--- config.mk ---
export PLATFORM = sky130hd
export DESIGN_NAME = multicycle_control_unit
export DESIGN_NICKNAME = d
export VERILOG_FILES = /design/src/rtl/mcu_pkg.sv /design/src/rtl/multicycle_control_unit_alu_op_decoder.sv /design/src/rtl/multicycle_control_unit.sv
export SDC_FILE = /design/constraint.sdc
export NUM_CORES = 1
export LEC_CHECK = 0
export CAP_MARGIN = 10
export CORE_MARGIN = 2
export CORE_UTILIZATION = 47
export CTS_CLUSTER_SIZE = 12
export DETAILED_ROUTE_END_ITERATION = 12
export GPL_TIMING_DRIVEN = 1
export PLACE_DENSITY = 0.84
export SYNTH_ARGS = -nofsm -noshare
export SYNTH_HDL_FRONTEND = slang
export SYNTH_SLANG_ARGS = --single-unit
--- constraint.sdc ---
create_clock -name CLK -period 7 [get_ports CLK]
set_input_delay 1.75 -clock CLK [delete_from_list [all_inputs] [get_ports CLK]]
set_output_delay 1.75 -clock CLK [all_outputs]
set_load 0.05 [all_outputs]
--- src/rtl/mcu_pkg.sv ---
// mcu_pkg: shared encodings for the multi-cycle MIPS control unit.
// Opcodes, function codes, ALU operation codes, mux selects, FSM states and
// the decoded instruction classes used by the decoder and the FSM.
package mcu_pkg;

  // Primary opcodes (IR[31:26])
  localparam logic [5:0] OP_RTYPE = 6'b000000;
  localparam logic [5:0] OP_BLTZ  = 6'b000001;
  localparam logic [5:0] OP_J     = 6'b000010;
  localparam logic [5:0] OP_JAL   = 6'b000011;
  localparam logic [5:0] OP_BEQ   = 6'b000100;
  localparam logic [5:0] OP_BNE   = 6'b000101;
  localparam logic [5:0] OP_ADDIU = 6'b001001;
  localparam logic [5:0] OP_SLTI  = 6'b001010;
  localparam logic [5:0] OP_ANDI  = 6'b001100;
  localparam logic [5:0] OP_ORI   = 6'b001101;
  localparam logic [5:0] OP_XORI  = 6'b001110;
  localparam logic [5:0] OP_LW    = 6'b100011;
  localparam logic [5:0] OP_SW    = 6'b101011;
  localparam logic [5:0] OP_HALT  = 6'b111111;

  // R-type function codes (IR[5:0])
  localparam logic [5:0] FN_SLL = 6'b000000;
  localparam logic [5:0] FN_JR  = 6'b001000;
  localparam logic [5:0] FN_ADD = 6'b100000;
  localparam logic [5:0] FN_SUB = 6'b100010;
  localparam logic [5:0] FN_AND = 6'b100100;
  localparam logic [5:0] FN_OR  = 6'b100101;
  localparam logic [5:0] FN_XOR = 6'b100110;
  localparam logic [5:0] FN_SLT = 6'b101010;

  // ALU operation codes
  localparam logic [2:0] ALU_ADD = 3'd0;
  localparam logic [2:0] ALU_SUB = 3'd1;
  localparam logic [2:0] ALU_AND = 3'd2;
  localparam logic [2:0] ALU_OR  = 3'd3;
  localparam logic [2:0] ALU_XOR = 3'd4;
  localparam logic [2:0] ALU_SLT = 3'd5;
  localparam logic [2:0] ALU_SLL = 3'd6;

  // Write-register-number mux select
  localparam logic [1:0] REGDST_RA = 2'b00;
  localparam logic [1:0] REGDST_RT = 2'b01;
  localparam logic [1:0] REGDST_RD = 2'b10;

  // Next-PC mux select
  localparam logic [1:0] PCSRC_SEQ    = 2'b00;
  localparam logic [1:0] PCSRC_BRANCH = 2'b01;
  localparam logic [1:0] PCSRC_JR     = 2'b10;
  localparam logic [1:0] PCSRC_JUMP   = 2'b11;

  typedef enum logic [3:0] {
    ST_IF, ST_ID, ST_EXE_A, ST_EXE_B, ST_EXE_LS, ST_MEM, ST_WB_A, ST_WB_L, ST_HALT
  } state_t;

  typedef enum logic [3:0] {
    CL_ILLEGAL, CL_RALU, CL_IALU, CL_LW, CL_SW, CL_BEQ, CL_BNE, CL_BLTZ,
    CL_J, CL_JAL, CL_JR, CL_HALT
  } ins_class_t;

  // Nine states share a 3-bit debug port: both write-back states report 6
  // (DBDataSrc tells them apart) so HALT keeps its own code, 7.
  function automatic logic [2:0] state_code(input state_t s);
    logic [2:0] c;
    case (s)
      ST_IF:     c = 3'd0;
      ST_ID:     c = 3'd1;
      ST_EXE_A:  c = 3'd2;
      ST_EXE_B:  c = 3'd3;
      ST_EXE_LS: c = 3'd4;
      ST_MEM:    c = 3'd5;
      ST_WB_A:   c = 3'd6;
      ST_WB_L:   c = 3'd6;
      ST_HALT:   c = 3'd7;
      default:   c = 3'd0;
    endcase
    return c;
  endfunction

endpackage

--- src/rtl/multicycle_control_unit_alu_op_decoder.sv ---
// alu_op_decoder: combinational op/func decode into an instruction class,
// ALU operation, operand-A shift select, extension mode and legal flag.
module alu_op_decoder
  import mcu_pkg::*;
#(
  parameter int OPW    = 6,
  parameter int ALUOPW = 3
) (
  input  logic [OPW-1:0]    op,
  input  logic [OPW-1:0]    func,
  output logic [ALUOPW-1:0] alu_op,
  output ins_class_t        ins_class,
  output logic              shamt_sel,
  output logic              ext_sel,
  output logic              legal
);

  logic [2:0] code;

  // Classify the instruction and select its ALU operation
  always_comb begin
    code      = ALU_ADD;
    ins_class = CL_ILLEGAL;
    shamt_sel = 1'b0;
    ext_sel   = 1'b1;
    case (op)
      OP_RTYPE: begin
        case (func)
          FN_ADD: begin ins_class = CL_RALU; code = ALU_ADD; end
          FN_SUB: begin ins_class = CL_RALU; code = ALU_SUB; end
          FN_AND: begin ins_class = CL_RALU; code = ALU_AND; end
          FN_OR:  begin ins_class = CL_RALU; code = ALU_OR;  end
          FN_XOR: begin ins_class = CL_RALU; code = ALU_XOR; end
          FN_SLT: begin ins_class = CL_RALU; code = ALU_SLT; end
          FN_SLL: begin ins_class = CL_RALU; code = ALU_SLL; shamt_sel = 1'b1; end
          FN_JR:  ins_class = CL_JR;
          default: ins_class = CL_ILLEGAL;
        endcase
      end
      OP_ADDIU: begin ins_class = CL_IALU; code = ALU_ADD; end
      OP_SLTI:  begin ins_class = CL_IALU; code = ALU_SLT; end
      OP_ANDI:  begin ins_class = CL_IALU; code = ALU_AND; ext_sel = 1'b0; end
      OP_ORI:   begin ins_class = CL_IALU; code = ALU_OR;  ext_sel = 1'b0; end
      OP_XORI:  begin ins_class = CL_IALU; code = ALU_XOR; ext_sel = 1'b0; end
      OP_LW:    begin ins_class = CL_LW;   code = ALU_ADD; end
      OP_SW:    begin ins_class = CL_SW;   code = ALU_ADD; end
      OP_BEQ:   begin ins_class = CL_BEQ;  code = ALU_SUB; end
      OP_BNE:   begin ins_class = CL_BNE;  code = ALU_SUB; end
      OP_BLTZ:  begin ins_class = CL_BLTZ; code = ALU_SUB; end
      OP_J:     ins_class = CL_J;
      OP_JAL:   ins_class = CL_JAL;
      OP_HALT:  ins_class = CL_HALT;
      default:  ins_class = CL_ILLEGAL;
    endcase
  end

  assign alu_op = ALUOPW'(code);
  assign legal  = (ins_class != CL_ILLEGAL);

endmodule

--- src/rtl/multicycle_control_unit.sv ---
// multicycle_control_unit: multi-cycle MIPS control FSM (IF/ID/EXE/MEM/WB).
// Optional feature macro MCU_ILLEGAL_TRAP_EN: when defined, an undecoded
// instruction raises a sticky illegal flag and halts; otherwise it retires
// as a two-cycle NOP and illegal is tied low.
module multicycle_control_unit
  import mcu_pkg::*;
#(
  parameter int OPW    = 6,
  parameter int ALUOPW = 3
) (
  input  logic              CLK,
  input  logic              Reset,
  input  logic [OPW-1:0]    op,
  input  logic [OPW-1:0]    func,
  input  logic              zero,
  input  logic              sign,
  output logic              PCWre,
  output logic              IRWre,
  output logic              InsMemRW,
  output logic              ALUSrcA,
  output logic              ALUSrcB,
  output logic              ExtSel,
  output logic [ALUOPW-1:0] ALUOp,
  output logic              mRD,
  output logic              mWR,
  output logic              DBDataSrc,
  output logic              WrRegDSrc,
  output logic              RegWre,
  output logic [1:0]        RegDst,
  output logic [1:0]        PCSrc,
  output logic              illegal,
  output logic [2:0]        state
);

  state_t            state_reg, state_next;
  ins_class_t        dec_class;
  logic [ALUOPW-1:0] dec_alu_op;
  logic              dec_shamt_sel, dec_ext_sel, dec_legal;
  logic              pc_wre, ir_wre, reg_wre, m_wr;
`ifdef MCU_ILLEGAL_TRAP_EN
  logic              illegal_reg, illegal_next;
`endif

  alu_op_decoder #(.OPW(OPW), .ALUOPW(ALUOPW)) u_dec (
    .op        (op),
    .func      (func),
    .alu_op    (dec_alu_op),
    .ins_class (dec_class),
    .shamt_sel (dec_shamt_sel),
    .ext_sel   (dec_ext_sel),
    .legal     (dec_legal)
  );

  // State register; reset aborts any instruction and restarts at fetch
  always_ff @(posedge CLK or negedge Reset) begin
    if (!Reset) state_reg <= ST_IF;
    else        state_reg <= state_next;
  end

`ifdef MCU_ILLEGAL_TRAP_EN
  // Sticky illegal-instruction flag, cleared only by reset
  always_ff @(posedge CLK or negedge Reset) begin
    if (!Reset) illegal_reg <= 1'b0;
    else        illegal_reg <= illegal_next;
  end
  assign illegal = illegal_reg;
`else
  assign illegal = 1'b0;
`endif

  // Next-state and per-state control outputs
  always_comb begin
    state_next = state_reg;
`ifdef MCU_ILLEGAL_TRAP_EN
    illegal_next = illegal_reg;
`endif
    pc_wre    = 1'b0;
    ir_wre    = 1'b0;
    reg_wre   = 1'b0;
    m_wr      = 1'b0;
    InsMemRW  = 1'b0;
    ALUSrcA   = 1'b0;
    ALUSrcB   = 1'b0;
    ExtSel    = 1'b0;
    ALUOp     = '0;
    mRD       = 1'b0;
    DBDataSrc = 1'b0;
    WrRegDSrc = 1'b0;
    RegDst    = REGDST_RA;
    PCSrc     = PCSRC_SEQ;

    // Datapath steering follows the IR while an instruction is in flight
    if (state_reg != ST_IF && state_reg != ST_HALT) begin
      ALUOp   = dec_alu_op;
      ALUSrcA = dec_shamt_sel;
      ALUSrcB = (dec_class inside {CL_IALU, CL_LW, CL_SW});
      ExtSel  = dec_ext_sel;
    end

    case (state_reg)
      ST_IF: begin
        InsMemRW   = 1'b1;
        ir_wre     = 1'b1;
        state_next = ST_ID;
      end
      ST_ID: begin
        if (!dec_legal) begin
`ifdef MCU_ILLEGAL_TRAP_EN
          illegal_next = 1'b1;
          state_next   = ST_HALT;
`else
          pc_wre     = 1'b1;
          PCSrc      = PCSRC_SEQ;
          state_next = ST_IF;
`endif
        end else begin
          case (dec_class)
            CL_J: begin
              PCSrc      = PCSRC_JUMP;
              pc_wre     = 1'b1;
              state_next = ST_IF;
            end
            CL_JAL: begin
              PCSrc      = PCSRC_JUMP;
              pc_wre     = 1'b1;
              reg_wre    = 1'b1;
              RegDst     = REGDST_RA;
              WrRegDSrc  = 1'b0;
              state_next = ST_IF;
            end
            CL_JR: begin
              PCSrc      = PCSRC_JR;
              pc_wre     = 1'b1;
              state_next = ST_IF;
            end
            CL_BEQ, CL_BNE, CL_BLTZ: state_next = ST_EXE_B;
            CL_LW, CL_SW:            state_next = ST_EXE_LS;
            CL_HALT:                 state_next = ST_HALT;
            default:                 state_next = ST_EXE_A;
          endcase
        end
      end
      ST_EXE_A: state_next = ST_WB_A;
      ST_WB_A: begin
        reg_wre    = 1'b1;
        DBDataSrc  = 1'b0;
        WrRegDSrc  = 1'b1;
        pc_wre     = 1'b1;
        RegDst     = (dec_class == CL_RALU) ? REGDST_RD : REGDST_RT;
        state_next = ST_IF;
      end
      ST_EXE_B: begin
        ALUOp  = ALUOPW'(ALU_SUB);
        pc_wre = 1'b1;
        if ((dec_class == CL_BEQ  &&  zero) ||
            (dec_class == CL_BNE  && !zero) ||
            (dec_class == CL_BLTZ &&  sign))
          PCSrc = PCSRC_BRANCH;
        state_next = ST_IF;
      end
      ST_EXE_LS: state_next = ST_MEM;
      ST_MEM: begin
        if (dec_class == CL_SW) begin
          m_wr       = 1'b1;
          pc_wre     = 1'b1;
          state_next = ST_IF;
        end else begin
          mRD        = 1'b1;
          state_next = ST_WB_L;
        end
      end
      ST_WB_L: begin
        reg_wre    = 1'b1;
        DBDataSrc  = 1'b1;
        WrRegDSrc  = 1'b1;
        RegDst     = REGDST_RT;
        pc_wre     = 1'b1;
        state_next = ST_IF;
      end
      ST_HALT: state_next = ST_HALT;
      default: state_next = ST_IF;
    endcase
  end

  // Architectural write enables are held off for as long as reset is low
  assign PCWre  = pc_wre  & Reset;
  assign IRWre  = ir_wre  & Reset;
  assign RegWre = reg_wre & Reset;
  assign mWR    = m_wr    & Reset;

  assign state = state_code(state_reg);

endmodule

==> metrics.txt <==
fraction of registers with async set/reset=1.000; Largest register FFs=4; global-route wire length before repair=4.816 mm; fmax=0.1563 GHz; placed cell count=207; post-synth cell types=53; Hold-fix buffers, CTS=0; Clock transition at path regs=0.04 ns; crit path kind=in -> out; CTS buffer count=3; worst min path class=reg -> reg; Worst-Margin Slew=0.6247 ns; Diodes inserted=0; final setup violation count=0; die height=51.35 microns; met3 routed WL=160 microns; pwr/cell area=276.2 mW/mm^2; HPWL Detailed=2.230 mm; M1 wire length=1.240 mm; EDFF count, synth=0; Area Overhead vs Synth=32.30%; Routed Antenna Nets=0; die width=51.35 microns; dominant synthesized flop cell=dfrtp_1; later-pin clock latency in the skew report=0.24 ns; Via density=5.905; Mapped Area=0.001054 sq mm; Slew HR=0.5777; share of cells above drive strength 1=0.1099; total gr overflow=0; io pins=38; critical path data arrival time=4.65 ns; H-tree Lvls=1; DR top layer=met4; Final Max Slew Viols=0; max cap viols=0; post-route minimum period=6.397 ns; Sink Count=4; Avg WL per Cell=13.44 microns; Die ar.=0.002636 sq mm; row count=17; filler cell count in the final layout=218; DRC=0; vias in the first global route=1,091; number of port buffers=36; crit-path max FO=13; fin cells=210; CTS tree=built; status=finished clean; Met2 Wirelength=1.397 mm; Worst Setup End Kind=output pin; Hold Fails Final Rpt=0; sequential area share after synthesis=0.09501; Placer Congestion=0.8903; Root Driver=clkbuf_4; most frequent cells in the layout=clkdlybuf4s50_1 (36), nor2_1 (19), nand2_1 (18); leakage power=0.5328 nW; Std-Cell Core Area=0.002170 sq mm; Avg Inst Size Synth=6.797 sq um; yosys warns=0; Total Routed Length=2.822 mm; syn_nets=171; Worst setup SP type=input pin; vias=1,240; Post-Synthesis Cells=155; clock tree buffer depth=2; unrepaired setup endpoints after global routing=no; #FFs+latches synth=4; Final WS setup=0.6029 ns; drt first pass iters=4; starting density of the core=0.4856; Global Route Usage Sum=0.2317; Tot Pwr=0.3850 mW; post-CTS sizing=0; post-CTS setup buffer count=0; commonest non-fill, non-tap cell in the layout=clkdlybuf4s50_1; Worst Skew=0.006603 ns; Tcrit/Tclk final=0.9139; peak supply drop=0.0001977 V; worst endpoint required time=5.25 ns; Post-Place Setup Slack=0.6272 ns; 1st-iter DRT viols=39; TNS Setup=0 ns; largest net degree at the start of global routing=19; nets=200; initial antenna violation count=0
## stage by stage
step | area [sq um] | utilization | hold slack (ns)
after floorplan | 1054 | - | 0.6357
after global placement | 1371 | 0.6321 | 0.6309
after detailed placement | 1371 | 0.6321 | 0.6369
after CTS | 1394 | 0.6424 | 0.6379
after global routing | 1394 | 0.6424 | 0.7025
final | 1394 | 0.6424 | 0.6360
## synth_stat cells (2+ instances only)
cell type   n  area share
nor2_1     19       0.068
nand2_1    18       0.064
nor3_1     12       0.057
a21oi_1     9       0.043
inv_1       7       0.025
o21ai_0     7       0.033
clkbuf_1    6       0.021
nand3_1     5       0.024
o21a_1      5       0.036
buf_6       4       0.043
dfrtp_1     4       0.095
a31oi_1     3       0.018
nand4_1     3       0.018
nor2b_1     3       0.018
a211oi_1    2       0.014
a21boi_1    2       0.014
buf_2       2      0.0095
nand2b_1    2       0.012
nand3b_1    2       0.014
nor4_1      2       0.012
nor4_4      2       0.040
o21ai_2     2       0.017
o22ai_1     2       0.012
o32ai_1     2       0.017
or3_1       2       0.012
## area by class of cell
class | count | area, sq um | share of cell area
flip-flops and latches | 4 | 100.1 | 0.07181
multi-input cells | 131 | 842.1 | 0.6041
inverters | 7 | 26.28 | 0.01885
clock buffers | 3 | 22.52 | 0.01616
repair buffers | 37 | 367.9 | 0.2639
well taps | 28 | 35.03 | 0.02513
## cell families after synthesis
family,count (synthesis),synth area share
xor gates and xnor gates,1,0.008315
DFF,4,0.09502
and+or+nand+nor,85,0.4727
buffers and inverters,20,0.1057
AOI/OAI and AO/OA,44,0.3147
other,1,0.003560
## power by group
part | leakage, nW | internal, mW | switching, mW
sequential | 0.0501 | 0.0316 | 0.0331
combinational | 0.469 | 0.104 | 0.187
clock | 0.0138 | 0.0193 | 0.0106
total | 0.533 | 0.155 | 0.230
## layer usage
layer  GRT usage  vias up
met2      0.4048       52
met4     0.06140        0
li1            -      623
met5           0        -
met3     0.02632        4
met1      0.3007      561
## worst paths after layout
check                              from      endpoint  slack [ns]  depth (start not counted)
setup / recovery                  op[3]        RegWre        0.60                          7
hold / removal             state_reg[3]  state_reg[2]        0.64                          1
setup reg to reg           state_reg[2]  state_reg[1]        5.14                          3
hold reg to reg            state_reg[3]  state_reg[2]        0.64                          1
max in group asynchronous         Reset  state_reg[3]        5.01                          1
min in group asynchronous         Reset  state_reg[2]        1.76                          1
## worst max-delay path, cell delays in order
cell and delay, ns:
clkdlybuf4s50_1 0.72, nor4_4 0.52, nand2_1 0.20, o211ai_2 0.31, nand4_1 0.14, a21boi_1 0.19
clkdlybuf4s50_1 0.82
Power figures use the tool's default switching activity.
